File: src/rtl/debounce_bank.sv
// debounce_bank: NCH independent switch debouncers sampled on chatterclock.
// Each channel counts consecutive low (pressed) samples and consecutive
// high samples while pressed, producing a debounced press state, one-cycle
// press/release strobes and a toggle- or level-mode enable.
// Optional long-press strobe is built when DEBOUNCE_BANK_LONGPRESS_EN is defined.
module debounce_bank #(
    parameter int NCH    = 4,
    parameter int CW     = 8,
    parameter int THRESH = 5,
    parameter int LONG   = 200
) (
    input  logic              chatterclock,
    input  logic              reset,
    input  logic [NCH-1:0]    switchin,
    input  logic [NCH-1:0]    mode,
    output logic [NCH-1:0]    ispressed,
    output logic [NCH-1:0]    enabled,
    output logic [NCH-1:0]    press_pulse,
    output logic [NCH-1:0]    release_pulse,
`ifdef DEBOUNCE_BANK_LONGPRESS_EN
    output logic [NCH-1:0]    long_pulse,
`endif
    output logic [NCH*CW-1:0] count
);

    localparam logic [CW-1:0] CMAX = '1;
    localparam logic [CW-1:0] TH   = CW'(THRESH);

    // Reject parameter sets outside the legal ranges at elaboration.
    if (NCH < 1 || NCH > 16 || THRESH < 1 || THRESH >= (1 << CW) ||
        LONG <= THRESH || LONG >= (1 << CW)) begin : g_bad_cfg
        $error("debounce_bank: illegal parameter combination");
    end

    logic [NCH-1:0][CW-1:0] count_q, count_d;
    logic [NCH-1:0][CW-1:0] rcnt_q, rcnt_d;
    logic [NCH-1:0]         pressed_q, pressed_d;
    logic [NCH-1:0]         en_q, en_d;
    logic [NCH-1:0]         ppulse_q, ppulse_d;
    logic [NCH-1:0]         rpulse_q, rpulse_d;

    // Per-channel counters, press/release detection and enable update.
    always_comb begin
        count_d   = '0;
        rcnt_d    = '0;
        pressed_d = pressed_q;
        en_d      = en_q;
        ppulse_d  = '0;
        rpulse_d  = '0;
        for (int i = 0; i < NCH; i++) begin
            // Low sample extends the press run; high sample breaks it.
            if (!switchin[i])
                count_d[i] = (count_q[i] == CMAX) ? CMAX : count_q[i] + 1'b1;
            // Release run only accumulates while the key is debounced-pressed.
            if (switchin[i] && pressed_q[i])
                rcnt_d[i] = (rcnt_q[i] == CMAX) ? CMAX : rcnt_q[i] + 1'b1;
            // Press needs a low sample and release a high one, so the two
            // strobes are mutually exclusive on a channel.
            if (!pressed_q[i] && count_d[i] == TH) begin
                pressed_d[i] = 1'b1;
                ppulse_d[i]  = 1'b1;
            end else if (pressed_q[i] && rcnt_d[i] == TH) begin
                pressed_d[i] = 1'b0;
                rpulse_d[i]  = 1'b1;
            end
            // Mode is looked at every edge, so a switch never forces a toggle.
            en_d[i] = mode[i] ? pressed_q[i] : (en_q[i] ^ ppulse_q[i]);
        end
    end

    // State registers, cleared asynchronously by reset.
    always_ff @(posedge chatterclock or posedge reset) begin
        if (reset) begin
            count_q   <= '0;
            rcnt_q    <= '0;
            pressed_q <= '0;
            en_q      <= '0;
            ppulse_q  <= '0;
            rpulse_q  <= '0;
        end else begin
            count_q   <= count_d;
            rcnt_q    <= rcnt_d;
            pressed_q <= pressed_d;
            en_q      <= en_d;
            ppulse_q  <= ppulse_d;
            rpulse_q  <= rpulse_d;
        end
    end

`ifdef DEBOUNCE_BANK_LONGPRESS_EN
    localparam logic [CW-1:0] LG = CW'(LONG);

    logic [NCH-1:0] lpulse_q, lpulse_d;

    // Long press fires when the run first reaches LONG; the count_q guard
    // keeps it single-shot even when LONG equals the saturation value.
    always_comb begin
        lpulse_d = '0;
        for (int i = 0; i < NCH; i++)
            lpulse_d[i] = (count_d[i] == LG) && (count_q[i] != LG);
    end

    // Long-press strobe register.
    always_ff @(posedge chatterclock or posedge reset) begin
        if (reset) lpulse_q <= '0;
        else       lpulse_q <= lpulse_d;
    end

    assign long_pulse = lpulse_q;
`endif

    assign ispressed     = pressed_q;
    assign enabled       = en_q;
    assign press_pulse   = ppulse_q;
    assign release_pulse = rpulse_q;
    assign count         = count_q;

endmodule

File: config.mk
export PLATFORM = sky130hd
export DESIGN_NAME = debounce_bank
export DESIGN_NICKNAME = d
export VERILOG_FILES = /design/src/rtl/debounce_bank.sv
export SDC_FILE = /design/constraint.sdc
export NUM_CORES = 1
export LEC_CHECK = 0
export ABC_AREA = 0
export BUFFER_PORTS_ARGS = -buffer_cell sky130_fd_sc_hd__buf_2
export CAP_MARGIN = 0
export CELL_PAD_IN_SITES_DETAIL_PLACEMENT = 1
export CELL_PAD_IN_SITES_GLOBAL_PLACEMENT = 1
export CORE_MARGIN = 3
export CORE_UTILIZATION = 39
export DETAILED_ROUTE_END_ITERATION = 16
export PLACE_DENSITY = 0.81
export REMOVE_ABC_BUFFERS = 1
export SLEW_MARGIN = 0
export SYNTH_ARGS = -nofsm -noshare
export SYNTH_HDL_FRONTEND = slang
export SYNTH_SLANG_ARGS = --single-unit
File: constraint.sdc
create_clock -name chatterclock -period 3.36 [get_ports chatterclock]
set_input_delay 0.672 -clock chatterclock [delete_from_list [all_inputs] [get_ports chatterclock]]
set_output_delay 0.672 -clock chatterclock [all_outputs]
set_load 0.005 [all_outputs]
Word-level counts from Yosys, hierarchy flattened --
Index checks and enable logic that the tools add are counted.
Storage, ports and cells: bits in registers 80, latch bits 0, RAM bits 0, bits in read-only memories 0, input bits 10, output and inout bits 48, word-level logic and storage cells 103, memories 0
Cells by class: add/subtract/negate cells 8, multipliers 0, divide/modulo/power cells 0, order comparisons 0, eq/ne operators 16, shift-type cells 0, multiplexer cells 40, bitwise operators 4, reductions and logical operators 20
Operators with widths (number):
- $mux 8 | 16
- $add 8x1->8 const B | 8
- $eq 8x3->1 const B | 8
- $eq 8x8->1 const B | 8
- $mux 1 | 24
- $logic_and 1x1->1 | 12
- $reduce_bool 2->1 | 4
- $logic_not 1->1 | 4
- $xor 1x1->1 | 4

Logic depth before layout (Yosys ltp) --
Gate-level depths: netlist (run 1).
word-level depth 7, depth in mapped cells 7, mapped depth without buffers 6

Least setup slack after synthesis (run 1) --
No wires, ideal clock.
path kind in2reg, from in switchin[2], to reg pressed_q[2], in the netlist ispressed[2], setup time 0.078 ns, arrival 1.768 ns, data required time 3.282 ns, setup slack 1.514 ns, stages 6, buffers on the path 1, cell sequence clkbuf_2 nor3_1 o21ai_0 or4_4 nor4_4 o21bai_1
Between the ends: word-level cells in the longest chain between the ends 5, elaborated cells on any way between the ends 9, classes of those cells eq/ne (2); mux (3); reduce/logical (4)
Ends and longest elaborated chain:
- start: declaration | RTL line 14 | input logic [NCH-1:0] switchin,
- $logic_and 1x1->1 | RTL line 55 | if (switchin[i] && pressed_q[i])
- $mux 8 | RTL line 55
- $eq 8x3->1 | RTL line 62 | end else if (pressed_q[i] && rcnt_d[i] == TH) begin
- $logic_and 1x1->1 | RTL line 62
- $reduce_bool 2->1 (no source line)
- end signal: assignment | RTL line 83 | pressed_q <= pressed_d;
- end: declaration | RTL line 37 | logic [NCH-1:0] pressed_q, pressed_d;
Several ways; a longest one is shown, not always the timed one. A chain may end at the register's enable or synchronous reset.

==> results of run 1 <==
==> routing by layer <==
layer	vias up	global-route usage, %	wire, microns	part of all wire, %
li1	1637	-	-	-
met3	19	3.10	248	2.4
met5	-	0	0	0
met4	0	9.02	235	2.3
met1	1754	24.1	4510	44
met2	43	31.1	5210	51
==> cells in the final DEF (no fill, tap or decap), types with 12 or more instances in the layout <==
cell	instances
and3_1	13
nor3_1	17
dfrtp_1	80
nand4_1	14
nor2_1	24
o21ai_0	16
nand2_1	26
buf_2	57
xnor2_1	14
nand3_1	23
inv_1	16
a21oi_1	39
a31oi_1	12
==> cells by family (layout without fill, tap and decap cells) <==
kind of cell               Yosys count  in the layout  synth area share, %
and+or+nand+nor                    171            171                 24.9
AOI/OAI and AO/OA                   96             96                 14.7
DFF                                 80             80                 49.0
buffers and inverters               30             92                 3.46
xor gates and xnor gates            20             20                 4.29
adders and majority gates            8              8                 2.45
muxes                                4              4                 1.10
==> worst reg2reg max path, stage by stage (launching register included) <==
cell and delay (ns):
dfrtp_1 0.46, ha_1 0.27, and3_1 0.39, and4_1 0.26, nor3_1 0.07, nor4_2 0.35, o21bai_1 0.16
==> area by class of cell <==
class	instances	area, sq um
fill	1168	5280
multi-input combinational	299	1940
sequential	80	2000
inverter	17	65.1
timing repair buffer	59	300
clock inverter	2	37.5
tap	133	166
clock buffer	14	163
==> flip-flops by register name, summed over array words and instances, names as in the netlist <==
| name | flops |
|---|---|
| enabled | 4 |
| ispressed | 4 |
| press_pulse | 4 |
| count | 32 |
| rcnt_q | 32 |
| release_pulse | 4 |
==> through the flow <==
stage          utilization, %  cell area [sq um]
2_1_floorplan               -               4010
3_3_place_gp             44.9               4470
3_5_place_dp             44.9               4470
4_1_cts                  47.0               4670
5_1_grt                  47.0               4670
6_report                 47.0               4670
==> power groups by stage <==
stage	combinational, mW	sequential [mW]	clock, mW
2_1_floorplan	0.204	1.15	0
3_3_place_gp	0.323	1.17	0
3_5_place_dp	0.344	1.18	0
4_1_cts	0.347	1.16	0.752
5_1_grt	0.393	1.18	0.795
6_report	0.340	1.16	0.734
==> worst paths after layout <==
path	startpoint	cells past startpoint	end	slack [ns]
max in group asynchronous	reset	3	rcnt_q[10]	2.34
hold / removal	reset	2	rcnt_q[26]	0.29
hold reg to reg	ispressed[1]	2	enabled[1]	0.54
min in group chatterclock	mode[1]	2	enabled[1]	0.51
setup / recovery	count[0]	6	ispressed[0]	1.33
setup reg to reg	count[0]	6	ispressed[0]	1.33
==> impl_metrics.json, run 1 <==
{
  "status": "completed",
  "antenna_found_initial": 0,
  "cts_max_level": 3,
  "grt_pass1_vias": 3507,
  "place_ws_ns": 1.37,
  "maxSlewHeadroom_pct": 67.8,
  "fin_tns_setup_ns": 0,
  "ioPinCount": 58,
  "cts_tree": "yes",
  "final-instance-count-excl-fill": 604,
  "path_clk_slew_ns": 0.08,
  "finalCritPeriodShare_pct": 60.4,
  "cp_max_fo": 8,
  "synthDistinctLibCells": 58,
  "wl_per_cell_microns": 16.9,
  "grt_overflow_total": 0,
  "antenna_cells": 0,
  "die_area_sq_mm": 0.0117,
  "core_area_sq_mm": 0.00995,
  "critPathBufInv": 0,
  "track_usage_pct": 18.8,
  "hpwl_mm": 7.36,
  "routabilityCongestion": 0.810,
  "drtPass1Iterations": 4,
  "vdd_drop_max_uv": 216,
  "synth_area_leaders": "dfrtp_1, a21oi_1, xnor2_1",
  "grt_max_degree": 30,
  "cpPeakStageDelay_ns": 0.46,
  "die_w_microns": 108,
  "cp_slowest_cell": "dfrtp_1",
  "p_seq_share_pct": 51.9,
  "p_switching_uw": 660,
  "timing.hold.ws_ns": 0.289,
  "power.share.clock_pct": 32.9,
  "io_buffers": 57,
  "grt_setup_unrepaired": "false",
  "switching_share_pct": 29.6,
  "critPathKind": "register to register",
  "crit_path_start_kind": "register",
  "maxSlewViolCount": 0,
  "p_comb_share_pct": 15.2,
  "cts_hold_buffers": 0,
  "max_cap_violations": 0,
  "cts_resized": 0,
  "synth_flop_cell": "dfrtp_1",
  "drc_errors": 0,
  "start_util_pct": 41.0,
  "wirelength_mm": 10.2,
  "drtAntennaViolNets": 0,
  "layout-drive-gt1-share_pct": 20.2,
  "skew_ns": 0.00720,
  "worst_hold_path_type": "input port to asynchronous set/reset pin",
  "yosysTopAreaCellShare_pct": 49.0,
  "end_kind": "register",
  "worst_slack_ns": 1.33,
  "critPathTopFamily": "simple AND/OR/NAND/NOR gates",
  "dp_cells": 588,
  "cts_sinks": 80,
  "root_buffer": "clkbuf_8",
  "max_freq_mhz": 493,
  "floorplan.rows": 36,
  "worst_pin_slew_ns": 0.479,
  "internal_power_mw": 1.57,
  "ys_warn_count": 0,
  "p_leak_nw": 2.09,
  "grt_pass1_wl_mm": 17.6,
  "setup_viol_count_final": 0,
  "fin_nets": 484,
  "clockBufferDepth": 2,
  "synth_edf_count": 0,
  "finalHoldViolCount": 0,
  "yosysMostFrequentCell": "dfrtp_1",
  "crit_chain": "ha_1 > and3_1 > and4_1 > nor3_1 > nor4_2 > o21bai_1",
  "p_per_area_mw_per_mm2": 478,
  "avgViaCountPerCell": 5.72,
  "cts-buffers-inserted": 9,
  "synth_common_cells": "dfrtp_1, a21oi_1, nand2_1",
  "finalPower_mw": 2.23,
  "syn_inst": 409,
  "cp.required_ns": 3.65,
  "syn_to_final_growth_pct": 14.5,
  "postSynth.asyncResetShare_pct": 100,
  "yosysTopAreaCell": "dfrtp_1",
  "die_y_microns": 108,
  "via_count": 3453,
  "ys_seq_area_share_pct": 49.0,
  "synth_area_per_cell_sq_um": 9.99,
  "syn_area_sq_mm": 0.00408,
  "post_cts_buffers": 0,
  "detail_route.iter0.violations": 136,
  "arrival_ns": 2.32,
  "clkLatencyLatePin_ns": 0.36,
  "ys_seq_elements": 80,
  "min_period_ns": 2.03
}
Power figures use the tool's default switching activity.
==> run 2: changes to the inputs <==
==> constraint.sdc (replaced) <==
create_clock -name chatterclock -period 1.99 [get_ports chatterclock]
set_input_delay 0.398 -clock chatterclock [delete_from_list [all_inputs] [get_ports chatterclock]]
set_output_delay 0.398 -clock chatterclock [all_outputs]
set_load 0.005 [all_outputs]
==> run 2 against run 1 <==
Total power rose by 65%. Sequential power rose by 69%. Via count rose by 0.84%. Core utilization rose by 1.3 points. First-iteration DRC count fell by 20%. Worst hold slack got worse by 0.049 ns. Combinational power rose by 91%. Clock power rose by 46%. Worst setup slack got worse by 1.3 ns. Fmax rose by 6.0%. Global-route usage fell by 0.32 points.
==> impl_metrics.json, run 2 (same netlist as run 1, synthesis figures left out) <==
{
  "status": "completed",
  "clockBufferDepth": 2,
  "antenna_found_initial": 0,
  "track_usage_pct": 18.5,
  "critPathBufInv": 0,
  "cts_sinks": 80,
  "via_count": 3482,
  "io_buffers": 57,
  "p_per_area_mw_per_mm2": 767,
  "crit_chain": "ha_2 > or3b_2 > o31ai_1 > nand4_1 > nor4_2 > o21bai_2",
  "hpwl_mm": 7.70,
  "drc_errors": 0,
  "maxSlewHeadroom_pct": 66.7,
  "max_cap_violations": 0,
  "min_period_ns": 1.91,
  "detail_route.iter0.violations": 109,
  "max_freq_mhz": 522,
  "setup_viol_count_final": 0,
  "vdd_drop_max_uv": 341,
  "die_y_microns": 108,
  "routabilityCongestion": 0.884,
  "worstRegToRegCells": 6,
  "drtAntennaViolNets": 0,
  "cp.required_ns": 2.26,
  "layout-drive-gt1-share_pct": 24.8,
  "root_buffer": "clkbuf_8",
  "r2r_end": "ispressed[0]",
  "grt_max_degree": 35,
  "end_kind": "register",
  "ioPinCount": 58,
  "hp-start": "mode[1]",
  "core_area_sq_mm": 0.00995,
  "critPathKind": "register to register",
  "worst_pin_slew_ns": 0.496,
  "grt_overflow_total": 0,
  "syn_to_final_growth_pct": 17.6,
  "cpPeakStageDelay_ns": 0.45,
  "floorplan.rows": 36,
  "cp_max_fo": 5,
  "fin_util_pct": 48.3,
  "layout_common_cells": "dfrtp_1, buf_2, a21oi_1",
  "finalHoldViolCount": 0,
  "arrival_ns": 2.19,
  "die_area_sq_mm": 0.0117,
  "finalCritPeriodShare_pct": 96.2,
  "grt_pass1_wl_mm": 17.5,
  "clkLatencyLatePin_ns": 0.35,
  "cts-buffers-inserted": 9,
  "grt_pass1_vias": 3548,
  "hold_end": "enabled[1]",
  "die_w_microns": 108,
  "grt_setup_unrepaired": "true",
  "critPathTopFamily": "simple AND/OR/NAND/NOR gates",
  "start_util_pct": 41.0,
  "wirelength_mm": 10.5,
  "whs_path_depth": 2,
  "cts_tree": "yes",
  "avgViaCountPerCell": 5.65,
  "antenna_cells": 0,
  "finalPower_mw": 3.69,
  "maxSlewViolCount": 0,
  "cp_slowest_cell": "or3b_2",
  "worst_hold_path_type": "input port to register",
  "p_leak_nw": 2.13,
  "reg2reg_slack_ns": 0.08,
  "layout_commonest_cell": "dfrtp_1",
  "skew_ns": 0.0153,
  "path_clk_slew_ns": 0.09,
  "cts_max_level": 3,
  "r2r_start": "count[1]",
  "wl_per_cell_microns": 17.1,
  "crit_path_start_kind": "register",
  "fin_nets": 497,
  "drtPass1Iterations": 4
}
run 2: changes by cell type in the layout (fill, tap and decap cells not counted), sizes merged:
cell	before	now
clkinv	1	4
bufinv	1	0
dlygate4sd3	0	1
buf	59	71
clkinvlp	1	2
clkbuf	14	10
run 2: worst reg2reg max path, delay by kind of cell (launching register included):
kind / cells / cell delay [ns]
simple gates: 3 / 0.93
flops: 1 / 0.41
compound gates: 2 / 0.26
fa+ha+maj: 1 / 0.25
run 2: repair_timing:
item / CTS / global route
pin swaps: 0 / 3
setup buffers: 0 / 3
gates resized for setup: 1 / 12
endpoints found under the hold margin: 15 / 0
hold buffers: 1 / 0
setup endpoints to repair: 1 / 4
run 2: how the worst max path moves through the flow:
stage | from | endpoint | cells past startpoint
after floorplan | reset | count[0] | 1
after detailed placement | count[1] | ispressed[0] | 6
final | count[1] | ispressed[0] | 6
after CTS | count[1] | ispressed[0] | 6
after global routing | count[17] | ispressed[2] | 6
after global placement | rcnt_q[24] | ispressed[3] | 6
run 2: stage by stage:
stage	instance area, sq um	worst slack (ns)	hold slack, ns	setup TNS (ns)	cells
CTS	4740	0.0223	0.227	0	613
detailed placement	4550	0.0192	0.371	0	597
global route	4800	-0.0121	0.257	-0.0289	616
finish	4800	0.0756	0.240	0	616
global placement	4550	0.176	0.366	0	597
floorplan	4010	-0.460	0.461	-36.78	396
run 2: area by class of cell:
type / count / area, sq um
Timing Repair Buffer: 72 / 413
Tap cell: 133 / 166
Fill cell: 1144 / 5150
Multi-Input combinational cell: 299 / 1980
Inverter: 17 / 65.1
Sequential cell: 80 / 2000
Clock buffer: 10 / 138
Clock inverter: 5 / 33.8
run 2: report_power, final:
part           leakage (nW)  total [mW]  internal [mW]  switching [mW]
clock network        0.0841        1.07          0.478           0.596
logic                 0.972       0.650          0.286           0.364
registers              1.08        1.96           1.77           0.192
run 2: layer usage:
metal,up-vias,global-route usage (%),wire length (microns)
met3,8,3.16,230
li1,1659,-,-
met2,46,31.3,5310
met1,1769,24.4,4870
met5,-,0,0
met4,0,5.68,97
